**src/rtl/frame_ram_pkg.sv**
```systemverilog
// frame_ram_pkg: shared types for the frame RAM writer.
// Provides the writer state encoding, default geometry and pixel type.
package frame_ram_pkg;

   typedef enum logic [1:0] {
      IDLE,
      ARMED,
      WRITE,
      DONE
   } state_t;

   localparam int IMG_W_DEF = 256;
   localparam int IMG_H_DEF = 256;
   localparam int PIX_W     = 24;

   typedef logic [PIX_W-1:0] pixel_t;

endpackage

```
**src/rtl/frame_ram_addr_gen.sv**
```systemverilog
// frame_ram_addr_gen: raster position and RAM address tracker.
// Ports: clk, rst (sync, active-high); restart (SOF pixel consumed at
// addr 0), advance (next pixel on same line), next_line (line ended);
// x, y and addr give the position of the next pixel to be written.
import frame_ram_pkg::*;

module frame_ram_addr_gen #(
   parameter int ADDR_WIDTH = 16,
   parameter int IMG_W      = IMG_W_DEF
) (
   input  logic                  clk,
   input  logic                  rst,
   input  logic                  restart,
   input  logic                  advance,
   input  logic                  next_line,
   output logic [ADDR_WIDTH-1:0] x,
   output logic [ADDR_WIDTH-1:0] y,
   output logic [ADDR_WIDTH-1:0] addr
);

   localparam logic [ADDR_WIDTH-1:0] W = ADDR_WIDTH'(IMG_W);

   logic [ADDR_WIDTH-1:0] line_base;

   always_ff @(posedge clk) begin
      if (rst) begin
         x         <= '0;
         y         <= '0;
         line_base <= '0;
         addr      <= '0;
      end else if (restart) begin
         // the SOF pixel itself occupies addr 0
         x         <= ADDR_WIDTH'(1);
         y         <= '0;
         line_base <= '0;
         addr      <= ADDR_WIDTH'(1);
      end else if (next_line) begin
         x         <= '0;
         y         <= y + 1'b1;
         line_base <= line_base + W;
         addr      <= line_base + W;
      end else if (advance) begin
         x         <= x + 1'b1;
         addr      <= addr + 1'b1;
      end
   end

endmodule

```
**src/rtl/frame_ram_writer.sv**
```systemverilog
// frame_ram_writer: valid/ready pixel stream to raster-order RAM writes.
// Ports: clk, rst (sync, active-high), start (arm pulse); stream
// s_valid/s_ready/s_data/s_sof/s_eol; RAM port mem_wr_en/mem_addr/
// mem_wr_data (one cycle after acceptance); status busy, frame_done,
// err_len, err_sof. Defining FRAME_RAM_WRITER_CHECKSUM_EN adds
// checksum/checksum_valid (XOR of pixels written since the last SOF).
import frame_ram_pkg::*;

module frame_ram_writer #(
   parameter int ADDR_WIDTH = 16,
   parameter int DATA_WIDTH = PIX_W,
   parameter int IMG_W      = IMG_W_DEF,
   parameter int IMG_H      = IMG_H_DEF,
   parameter bit CONTINUOUS = 1'b0
) (
   input  logic                  clk,
   input  logic                  rst,
   input  logic                  start,
   input  logic                  s_valid,
   output logic                  s_ready,
   input  logic [DATA_WIDTH-1:0] s_data,
   input  logic                  s_sof,
   input  logic                  s_eol,
   output logic                  mem_wr_en,
   output logic [ADDR_WIDTH-1:0] mem_addr,
   output logic [DATA_WIDTH-1:0] mem_wr_data,
   output logic                  busy,
   output logic                  frame_done,
   output logic                  err_len,
`ifdef FRAME_RAM_WRITER_CHECKSUM_EN
   output logic                  err_sof,
   output logic [DATA_WIDTH-1:0] checksum,
   output logic                  checksum_valid
`else
   output logic                  err_sof
`endif
);

   localparam logic [ADDR_WIDTH-1:0] X_LAST = ADDR_WIDTH'(IMG_W - 1);
   localparam logic [ADDR_WIDTH-1:0] Y_LAST = ADDR_WIDTH'(IMG_H - 1);
   localparam bit                    MULTI  = (IMG_W > 1);

   state_t state;

   logic [ADDR_WIDTH-1:0] x;
   logic [ADDR_WIDTH-1:0] y;
   logic [ADDR_WIDTH-1:0] addr;

   logic acc;
   logic sof_hit;
   logic wr_px;
   logic x_last;
   logic y_last;
   logic line_end;
   logic advance;
   logic next_line;
   logic frame_end;

   assign s_ready = (state == ARMED) || (state == WRITE);
   assign busy    = s_ready;

   assign acc      = s_valid & s_ready;
   assign sof_hit  = acc & s_sof;
   assign wr_px    = acc & ~s_sof & (state == WRITE);
   assign x_last   = (x == X_LAST);
   assign y_last   = (y == Y_LAST);
   assign line_end = x_last | s_eol;

   // an early EOL on the final line closes the frame rather than
   // stepping past the last line of the buffer
   assign advance   = wr_px & ~line_end;
   assign next_line = wr_px & line_end & ~y_last;
   assign frame_end = wr_px & line_end & y_last;

   frame_ram_addr_gen #(
      .ADDR_WIDTH (ADDR_WIDTH),
      .IMG_W      (IMG_W)
   ) u_addr_gen (
      .clk       (clk),
      .rst       (rst),
      .restart   (sof_hit),
      .advance   (advance),
      .next_line (next_line),
      .x         (x),
      .y         (y),
      .addr      (addr)
   );

   always_ff @(posedge clk) begin
      if (rst) begin
         state       <= IDLE;
         mem_wr_en   <= 1'b0;
         mem_addr    <= '0;
         mem_wr_data <= '0;
         frame_done  <= 1'b0;
         err_len     <= 1'b0;
         err_sof     <= 1'b0;
      end else begin
         mem_wr_en <= sof_hit | wr_px;
         if (sof_hit | wr_px) begin
            mem_addr    <= sof_hit ? '0 : addr;
            mem_wr_data <= s_data;
         end
         err_sof <= sof_hit & (state == WRITE);
         // length error: EOL and last column disagree
         err_len <= sof_hit ? (s_eol & MULTI)
                            : (wr_px & (x_last ^ s_eol));
         // pulse lands the cycle after the final write
         frame_done <= (state == DONE);
         unique case (state)
            IDLE:    if (start) state <= ARMED;
            ARMED:   if (sof_hit) state <= WRITE;
            WRITE:   if (frame_end) state <= DONE;
            DONE:    state <= CONTINUOUS ? ARMED : IDLE;
            default: state <= IDLE;
         endcase
      end
   end

`ifdef FRAME_RAM_WRITER_CHECKSUM_EN
   logic [DATA_WIDTH-1:0] csum;

   always_ff @(posedge clk) begin
      if (rst) begin
         csum           <= '0;
         checksum_valid <= 1'b0;
      end else begin
         checksum_valid <= (state == DONE);
         if (sof_hit) begin
            csum <= s_data;
         end else if (wr_px) begin
            csum <= csum ^ s_data;
         end
      end
   end

   assign checksum = csum;
`endif

endmodule
```
**config.mk**
```make
export PLATFORM = sky130hd
export DESIGN_NAME = frame_ram_writer
export DESIGN_NICKNAME = d
export VERILOG_FILES = /design/src/rtl/frame_ram_pkg.sv /design/src/rtl/frame_ram_addr_gen.sv /design/src/rtl/frame_ram_writer.sv
export SDC_FILE = /design/constraint.sdc
export NUM_CORES = 1
export LEC_CHECK = 0
export CORE_UTILIZATION = 59
export CTS_BUF_LIST = sky130_fd_sc_hd__clkbuf_4 sky130_fd_sc_hd__clkbuf_8
export DETAILED_ROUTE_END_ITERATION = 8
export GPL_TIMING_DRIVEN = 0
export HOLD_SLACK_MARGIN = 0.15
export MAX_ROUTING_LAYER = met4
export PLACE_DENSITY = 0.88
export SYNTH_ARGS = -nofsm -noshare
export SYNTH_HDL_FRONTEND = slang
export SYNTH_SLANG_ARGS = --single-unit
```
**constraint.sdc**
```tcl
create_clock -name clk -period 5.5 [get_ports clk]
set_input_delay 1.1 -clock clk [delete_from_list [all_inputs] [get_ports clk]]
set_output_delay 1.1 -clock clk [all_outputs]
set_load 0.005 [all_outputs]
```
Yosys cells after proc, flatten, opt, wreduce, memory -nomap -nowiden:

Index checks and enable logic that the tools add are counted.

* add/subtract/negate cells: 4
* equality and inequality tests: 8
* muxes and demuxes: 12
* bitwise logic cells: 16
* reductions and logical operators: 7

Operator list (number)
* $add A16 B1 Y16 const B: 3
* $mux W16: 3
* $eq A16 B8 Y1 const B: 2
* $add A16 B9 Y16 const B: 1
* $and A1 B1 Y1: 10
* $pmux W2 S4: 1
* $mux W2: 3
* $ne A2 B2 Y1 const B: 3
* $mux W1: 5
* $eq A2 B2 Y1 const B: 2
* $not A1 Y1: 3
* $reduce_and A3 Y1: 1
* $reduce_bool A3 Y1: 1
* $reduce_or A3 Y1: 1
* $eq A2 B1 Y1 const B: 1
* $logic_not A2 Y1: 1
* $or A1 B1 Y1: 2
* $reduce_bool A2 Y1: 1
* $reduce_or A2 Y1: 1
* $logic_or A1 B1 Y1: 1
* $xor A1 B1 Y1: 1

* bits in registers: 110
* input port bits: 30
* output and inout port bits: 46

Logic depth before layout (Yosys ltp):

Gate-level depths: netlist of run 1.

* word-level depth: 9
* mapped depth: 10
* depth with buffers taken out: 9

Modules after synthesis:

From an unflattened synthesis of run 1, not the netlist that was laid out.

* cell total of the unflattened synthesis: 512
* area, all modules: 4454.3 um^2

By module, submodules not included
* frame_ram_addr_gen: instances 1, cells each 305, area each 2682.6 um^2, seq. area each 1121.1 um^2
* frame_ram_writer: instances 1, cells each 207, area each 1771.7 um^2, seq. area each 920.9 um^2

Least setup slack after synthesis of run 1:

Ideal clock, no wire load.

* path type: in2reg
* from: input s_eol
* to: register state[1]
* arrival time: 2469 ps
* slack: 2960 ps
* stages on the path: 7
* buffers on the path: 0
* path through: inv_1 > ha_1 > inv_1 > nand4_1 > o41a_1 > or3b_1 > a21oi_1

* cells in the longest elaborated chain, start to end: 5

Ends and longest elaborated chain
* start: declaration: line frame_ram_writer.sv:23 `input logic s_eol,`
* $or A1 B1 Y1: line frame_ram_writer.sv:67 `assign line_end = x_last | s_eol;`
* $and A1 B1 Y1 (2 in a row): line frame_ram_writer.sv:73 `assign frame_end = wr_px & line_end & y_last;`
* $ne A2 B2 Y1 (no line)
* $reduce_and A3 Y1 (no line)
* end signal: assignment: line frame_ram_writer.sv:114 `DONE: state <= CONTINUOUS ? ARMED : IDLE;`
* end: declaration: line frame_ram_writer.sv:43 `state_t state;`

No other way between the ends.
A chain may end at the register's enable or synchronous reset.

Worst setup path after layout of run 1:

* from: input s_valid
* to: register u_addr_gen.x[12]

* cells in the longest elaborated chain, start to end: 6
* elaborated cells on any way between the ends: 8

Ends and longest elaborated chain
* start: declaration: line frame_ram_writer.sv:19 `input logic s_valid,`
* $and A1 B1 Y1 (*): line frame_ram_writer.sv:62 `assign acc = s_valid & s_ready;`
* $and A1 B1 Y1 (2 in a row): line frame_ram_writer.sv:64 `assign wr_px = acc & ~s_sof & (state == WRITE);`
* $and A1 B1 Y1 (2 in a row): line frame_ram_writer.sv:72 `assign next_line = wr_px & line_end & ~y_last;`
* $reduce_or A3 Y1 (no line)
* end signal: assignment: line frame_ram_addr_gen.sv:43 `x <= x + 1'b1;`
* end: declaration: line frame_ram_addr_gen.sv:16 `output logic [ADDR_WIDTH-1:0] x,`

Every way passes the cells marked *; elsewhere a longest branch is shown, timed or not.

==> qor.yml, run 1 <==
setup.worst_path.class: "input pin to flop"
tns_ns: 0
die_area_mm2: 0.00773
combPwrFrac_pct: 20.1
die_h_um: 87.9
synth-xor-area-share_pct: 10.5
rsz0062_at_grt: "false"
tightest_slew_ns: 0.826
synth_area_mm2: 0.00435
initial_core_util_pct: 62.7
clk_pin_slew_ns: 0.10
synthSimpleGateAreaFrac_pct: 25.7
die_w_um: 87.9
ir_drop_mv: 0.244
yosysMostFrequentCell: "dfxtp_1"
synth_common_cells: "102 x dfxtp_1, 83 x nand2_1, 65 x nor2_1, 40 x a21oi_1, 32 x xor2_1"
fmax_mhz: 325
antenna_found_initial: 0
slew_headroom_pct: 44.5
avgSynthCellArea_um2: 8.42
finClkSkew_ns: 0.00820
synth_top_area_share_pct: 46.9
async_flop_share_pct: 0
finalHoldViolations: 0
synthAdderAreaFrac_pct: 2.59
gr-total-overflow: 0
h-tree-depth: 3
powerDensity_mw_per_mm2: 314
viasPerCell: 5.62
clk_latency_ns: 0.36
wl_per_cell_um: 15.1
synth_fp_nets: 556
cts_buffers: 9
grt_use_total_pct: 29.2
drive_gt1_share_pct: 3.95
start_kind: "input pin"
status: "finished, final reports clean"
num_rows: 30
postPlaceCellArea_mm2: 0.00523
cts_resized: 0
drtPass1Iterations: 5
num_vias: 3955
grt_max_degree: 18
drt_iter0_drc: 201
drt_wl_total_um: 10600
yosys_warnings: 0
cp.required_ns: 5.74
finalWeightedCongestion: 0.888
switching_share_pct: 27.6
synth_cell_types: 43
regArea_mm2: 0.00204
dp_hpwl_um: 7540
period_share_pct: 55.9
final_cell_area_mm2: 0.00547
multi_input_area_mm2: 0.00217
p_leak_nw: 1.95
syn2layout_area_growth_pct: 25.5
post_cts_buffers: 0
crit_fanout: 10
endpoint_kind: "flop"
clockPowerShare_pct: 33.0
synth_cells: 517
ys_top_cells_by_area: "dfxtp_1 47%, nand2_1 7.2%, xor2_1 6.4%, nor2_1 5.6%, a21oi_1 4.6%"
yosys.area.top_type: "dfxtp_1"
switching_power_mw: 0.474
cts_sinks: 102
grt_pass1_vias: 3763
grt_pass1_wl_um: 17100
synth_edf_count: 0
cts_tree: "done"
period_needed_ns: 3.07
final_nets: 642
synth_compound_area_share_pct: 9.80
clockBufferDepth: 2
cts_hold_buf: 0
n_antenna_cell: 0
p_int_mw: 1.24
portBuffers: 75
crit_arrival_ns: 3.31
core_mm2: 0.00694
hold_class: "flop to flop"
cap_violations: 0
nFillCells: 465
root_buffer: "clkbuf_8"
power_frac_seq_pct: 47.0
synth-main-ff-cell: "dfxtp_1"
yosysSeqAreaShare_pct: 46.9
synth_top_family_by_area: "simple AND/OR/NAND/NOR gates"
io_pins: 76
drc_errors: 0
setup_violations: 0
ys_seq_elements: 102
synth_mux_area_share_pct: 1.15
postRouteAntennaNets: 0
drv_slew: 0
==> layout by cell type (no fill, tap or decap), types with 10 or more instances in the layout <==
cell type	netlist	layout
dfxtp_1	102	102
nand2_1	83	83
clkdlybuf4s50_1	0	75
nor2_1	65	65
a21oi_1	40	40
xor2_1	32	32
nand3_1	26	26
xnor2_1	20	20
clkbuf_1	18	18
nand4_1	15	15
nor3_1	13	13
a22oi_1	12	12
o21ai_0	11	11
inv_1	10	10
==> registers in the layout, indices dropped and copies added, names as in the netlist, 2 cells and up <==
signal / count
mem_addr: 16
mem_wr_data: 24
state: 2
u_addr_gen.addr: 16
u_addr_gen.line_base: 8
u_addr_gen.x: 16
u_addr_gen.y: 16
==> worst max-delay path, stage by stage <==
cell,delay [ns]
clkdlybuf4s50_1,0.61
nand4b_1,0.28
nor2_2,0.38
nand2_1,0.11
buf_4,0.20
nand2_1,0.10
clkbuf_1,0.42
nor2_1,0.10
==> area by class of cell <==
class,count,area share [%]
plain buffers,26,1.99
clock buffers,9,2.27
multi-input cells,379,39.6
inverters,10,0.687
flip-flops and latches,102,37.4
well taps,96,2.20
repair buffers,75,13.7
clock inverters,7,2.15
==> metrics by stage <==
step           std cells  util (%)  hold WS [ns]  power [mW]  worst slack (ns)
2_1_floorplan        517         -         0.448        1.00              2.96
6_report             704      78.7         0.455        1.72              2.43
5_1_grt              704      78.7         0.470        1.79              2.29
4_1_cts              704      78.7         0.456        1.71              2.42
3_5_place_dp         688      75.2         0.442        1.16              2.10
3_3_place_gp         688      75.2         0.438        1.15              2.13
==> power by group through the flow <==
stage / logic [mW] / clock network [mW] / registers, mW
2_1_floorplan: 0.179 / 0 / 0.823
3_3_place_gp: 0.326 / 0 / 0.821
3_5_place_dp: 0.338 / 0 / 0.824
4_1_cts: 0.343 / 0.565 / 0.807
5_1_grt: 0.381 / 0.594 / 0.813
6_report: 0.345 / 0.566 / 0.807
==> per-layer routing <==
metal	track usage, %	share of wire [%]
met1	35.2	42
met2	49.2	49
met5	-	0
met3	4.34	6.5
met4	11.0	1.7
==> path summary, 6_finish.rpt <==
kind / to / cells past startpoint / from / slack (ns)
hold reg to reg: mem_wr_data[14]$_SDFFE_PP0P_ / 2 / mem_wr_data[14]$_SDFFE_PP0P_ / 0.46
setup / recovery: u_addr_gen.x[12]$_SDFFE_PP0P_ / 8 / s_valid / 2.43
setup reg to reg: state[1]$_SDFFE_PP0P_ / 9 / u_addr_gen.x[0]$_SDFFE_PP0P_ / 2.53
hold / removal: mem_wr_data[14]$_SDFFE_PP0P_ / 2 / mem_wr_data[14]$_SDFFE_PP0P_ / 0.46
==> cell families after synthesis <==
family | Yosys count
flip-flops | 102
AND/OR/NAND/NOR | 240
adder cells (fa/ha/maj) | 9
AO/OA/AOI/OAI | 73
buffers and inverters | 36
multiplexers | 5
XOR/XNOR | 52
Power figures use the tool's default switching activity.
==> inputs of run 2 (changes only) <==
--- a/config.mk
+++ b/config.mk
@@ -5,13 +5,13 @@
 export SDC_FILE = /design/constraint.sdc
 export NUM_CORES = 1
 export LEC_CHECK = 0
-export CORE_UTILIZATION = 59
+export CORE_UTILIZATION = 55
 export CTS_BUF_LIST = sky130_fd_sc_hd__clkbuf_4 sky130_fd_sc_hd__clkbuf_8
 export DETAILED_ROUTE_END_ITERATION = 8
 export GPL_TIMING_DRIVEN = 0
 export HOLD_SLACK_MARGIN = 0.15
 export MAX_ROUTING_LAYER = met4
-export PLACE_DENSITY = 0.88
+export PLACE_DENSITY = 0.83
 export SYNTH_ARGS = -nofsm -noshare
 export SYNTH_HDL_FRONTEND = slang
 export SYNTH_SLANG_ARGS = --single-unit
==> constraint.sdc (replaced) <==
create_clock -name clk -period 3.18 [get_ports clk]
set_input_delay 0.636 -clock clk [delete_from_list [all_inputs] [get_ports clk]]
set_output_delay 0.636 -clock clk [all_outputs]
set_load 0.005 [all_outputs]
==> qor.yml, run 2 (same netlist as run 1, synthesis figures left out) <==
initial_core_util_pct: 56.6  # -6.1 points
die_h_um: 91.0  # +3.5%
finalHoldViolations: 0  # unchanged
critPathMaxStageDelay_ns: 0.44  # -0.17 ns
drv_slew: 0  # unchanged
endpoint_kind: "flop"
cts_tree: "done"
clockPowerShare_pct: 29.3  # -3.7 points
portBuffers: 75  # unchanged
postRouteAntennaNets: 0  # unchanged
status: "finished, final reports clean"
placed_cells: 694  # +0.87%
regMostFlops: "mem_wr_data"
drc_errors: 0  # unchanged
cts_buffers: 9  # unchanged
tns_ns: 0  # unchanged
nFillCells: 652  # +40%
start_kind: "flop"
clk_latency_ns: 0.36  # about the same
crit_buf_inv: 1  # -2
antenna_found_initial: 0  # unchanged
crit_fanout: 6  # -4
io_pins: 76  # unchanged
p_leak_nw: 1.92  # -1.3%
period_share_pct: 87.1
root_buffer: "clkbuf_8"
drtPass1Iterations: 4  # -1
period_needed_ns: 2.77
clockBufferDepth: 2  # unchanged
switching_share_pct: 28.0  # +0.45 points
n_antenna_cell: 0  # unchanged
wl_per_cell_um: 13.9  # -7.4%
syn2layout_area_growth_pct: 24.9
largest_reg_flops: 24  # unchanged
cts_sinks: 102  # unchanged
drive_gt1_share_pct: 3.95  # unchanged
setup_violations: 0  # unchanged
finalWeightedCongestion: 0.886  # -0.21%
core_mm2: 0.00769  # +11%
hold_class: "flop to flop"
die_w_um: 91.0  # +3.5%
worstPathCellList: "ha_1, nor4b_1, nand4_1, ha_1, inv_1, nand4_1, o41a_1, or3b_1, a21oi_1"
mostFrequentLayoutCell: "dfxtp_1"
clk_pin_slew_ns: 0.09  # about the same
final_nets: 642  # unchanged
grt_pass1_wl_um: 16600  # -3.2%
layout_common_cells: "102 x dfxtp_1, 83 x nand2_1, 75 x clkdlybuf4s50_1"
cp.required_ns: 3.47  # -2.27 ns
rsz0062_at_grt: "false"
postPlaceCellArea_mm2: 0.00523  # +0.14%
slew_headroom_pct: 46.2  # +1.7 points
cts_hold_buf: 0  # unchanged
h-tree-depth: 3  # unchanged
num_vias: 3864  # -2.3%
fmax_mhz: 361
post_cts_buffers: 0  # unchanged
finClkSkew_ns: 0.0120  # +0.00380 ns
setup.worst_path.class: "flop to flop"
grt_use_total_pct: 25.3  # -3.8 points
p_int_mw: 2.02  # +62%
gr-total-overflow: 0  # unchanged
drt_wl_total_um: 9890  # -6.7%
drt_iter0_drc: 121  # -40%
combPwrFrac_pct: 20.9  # +0.8 points
ir_drop_mv: 0.231  # -5.6%
viasPerCell: 5.44  # -3.1%
grt_max_degree: 17  # -1
slowest_stage: "o41a_1"
power_frac_seq_pct: 49.8  # +2.8 points
crit_arrival_ns: 3.06  # -0.25 ns
dp_hpwl_um: 7250  # -3.8%
switching_power_mw: 0.787  # +66%
powerDensity_mw_per_mm2: 516  # +64%
regArea_mm2: 0.00204  # unchanged
tightest_slew_ns: 0.801  # -0.0253 ns
cts_resized: 0  # unchanged
cp_top_family: "simple AND/OR/NAND/NOR gates"
final_cell_count_no_fill: 710  # +0.85%
multi_input_area_mm2: 0.00217  # unchanged
final_cell_area_mm2: 0.00544  # -0.55%
die_area_mm2: 0.00828  # +7.1%
cap_violations: 0  # unchanged
grt_pass1_vias: 3681  # -2.2%
num_rows: 32  # +6.7%
## run 2: layout make-up
type	count	share of cell area [%]
clock buffer	11	2.67
tap	102	2.35
sequential	102	37.6
clock inverter	5	1.08
buffer	26	2.00
multi-input combinational	379	39.8
timing repair buffer	75	13.8
inverter	10	0.690
## run 2: power by group through the flow
stage / logic, mW / clock network [mW] / registers [mW]
3_3_place_gp: 0.570 / 0 / 1.42
4_1_cts: 0.592 / 0.835 / 1.40
5_1_grt: 0.652 / 0.888 / 1.41
3_5_place_dp: 0.589 / 0 / 1.43
2_1_floorplan: 0.309 / 0 / 1.42
6_report: 0.587 / 0.823 / 1.40
## run 2: metrics by stage
stage | hold slack [ns] | util [%] | total power [mW] | setup WS, ns
global route | 0.474 | 70.7 | 2.95 | 0.170
detailed placement | 0.445 | 68.1 | 2.02 | 0.270
floorplan | 0.448 | - | 1.73 | 0.882
finish | 0.457 | 70.7 | 2.81 | 0.409
CTS | 0.457 | 70.7 | 2.82 | 0.404
global placement | 0.438 | 68.1 | 1.99 | 0.313
## run 2: per-layer routing
layer	GRT usage, %	vias to the layer above	wire [um]
met1	29.6	1807	4510
met3	3.35	16	437
li1	-	1948	-
met5	-	-	0
met4	8.47	0	153
met2	44.9	93	4790
## run 2: worst register-to-register path, stage by stage, from the launching register on
cell and delay [ns]:
dfxtp_1 0.41, ha_1 0.23, nor4b_1 0.25, nand4_1 0.15, ha_1 0.31, inv_1 0.17
nand4_1 0.23, o41a_1 0.44, or3b_1 0.39, a21oi_1 0.12
## run 2: path summary, 6_finish.rpt
path | startpoint | end | slack, ns | cells after the start
setup / recovery | u_addr_gen.x[0]$_SDFFE_PP0P_ | state[1]$_SDFFE_PP0P_ | 0.41 | 9
hold / removal | mem_wr_data[16]$_SDFFE_PP0P_ | mem_wr_data[16]$_SDFFE_PP0P_ | 0.46 | 2
setup reg to reg | u_addr_gen.x[0]$_SDFFE_PP0P_ | state[1]$_SDFFE_PP0P_ | 0.41 | 9
hold reg to reg | mem_wr_data[16]$_SDFFE_PP0P_ | mem_wr_data[16]$_SDFFE_PP0P_ | 0.46 | 2
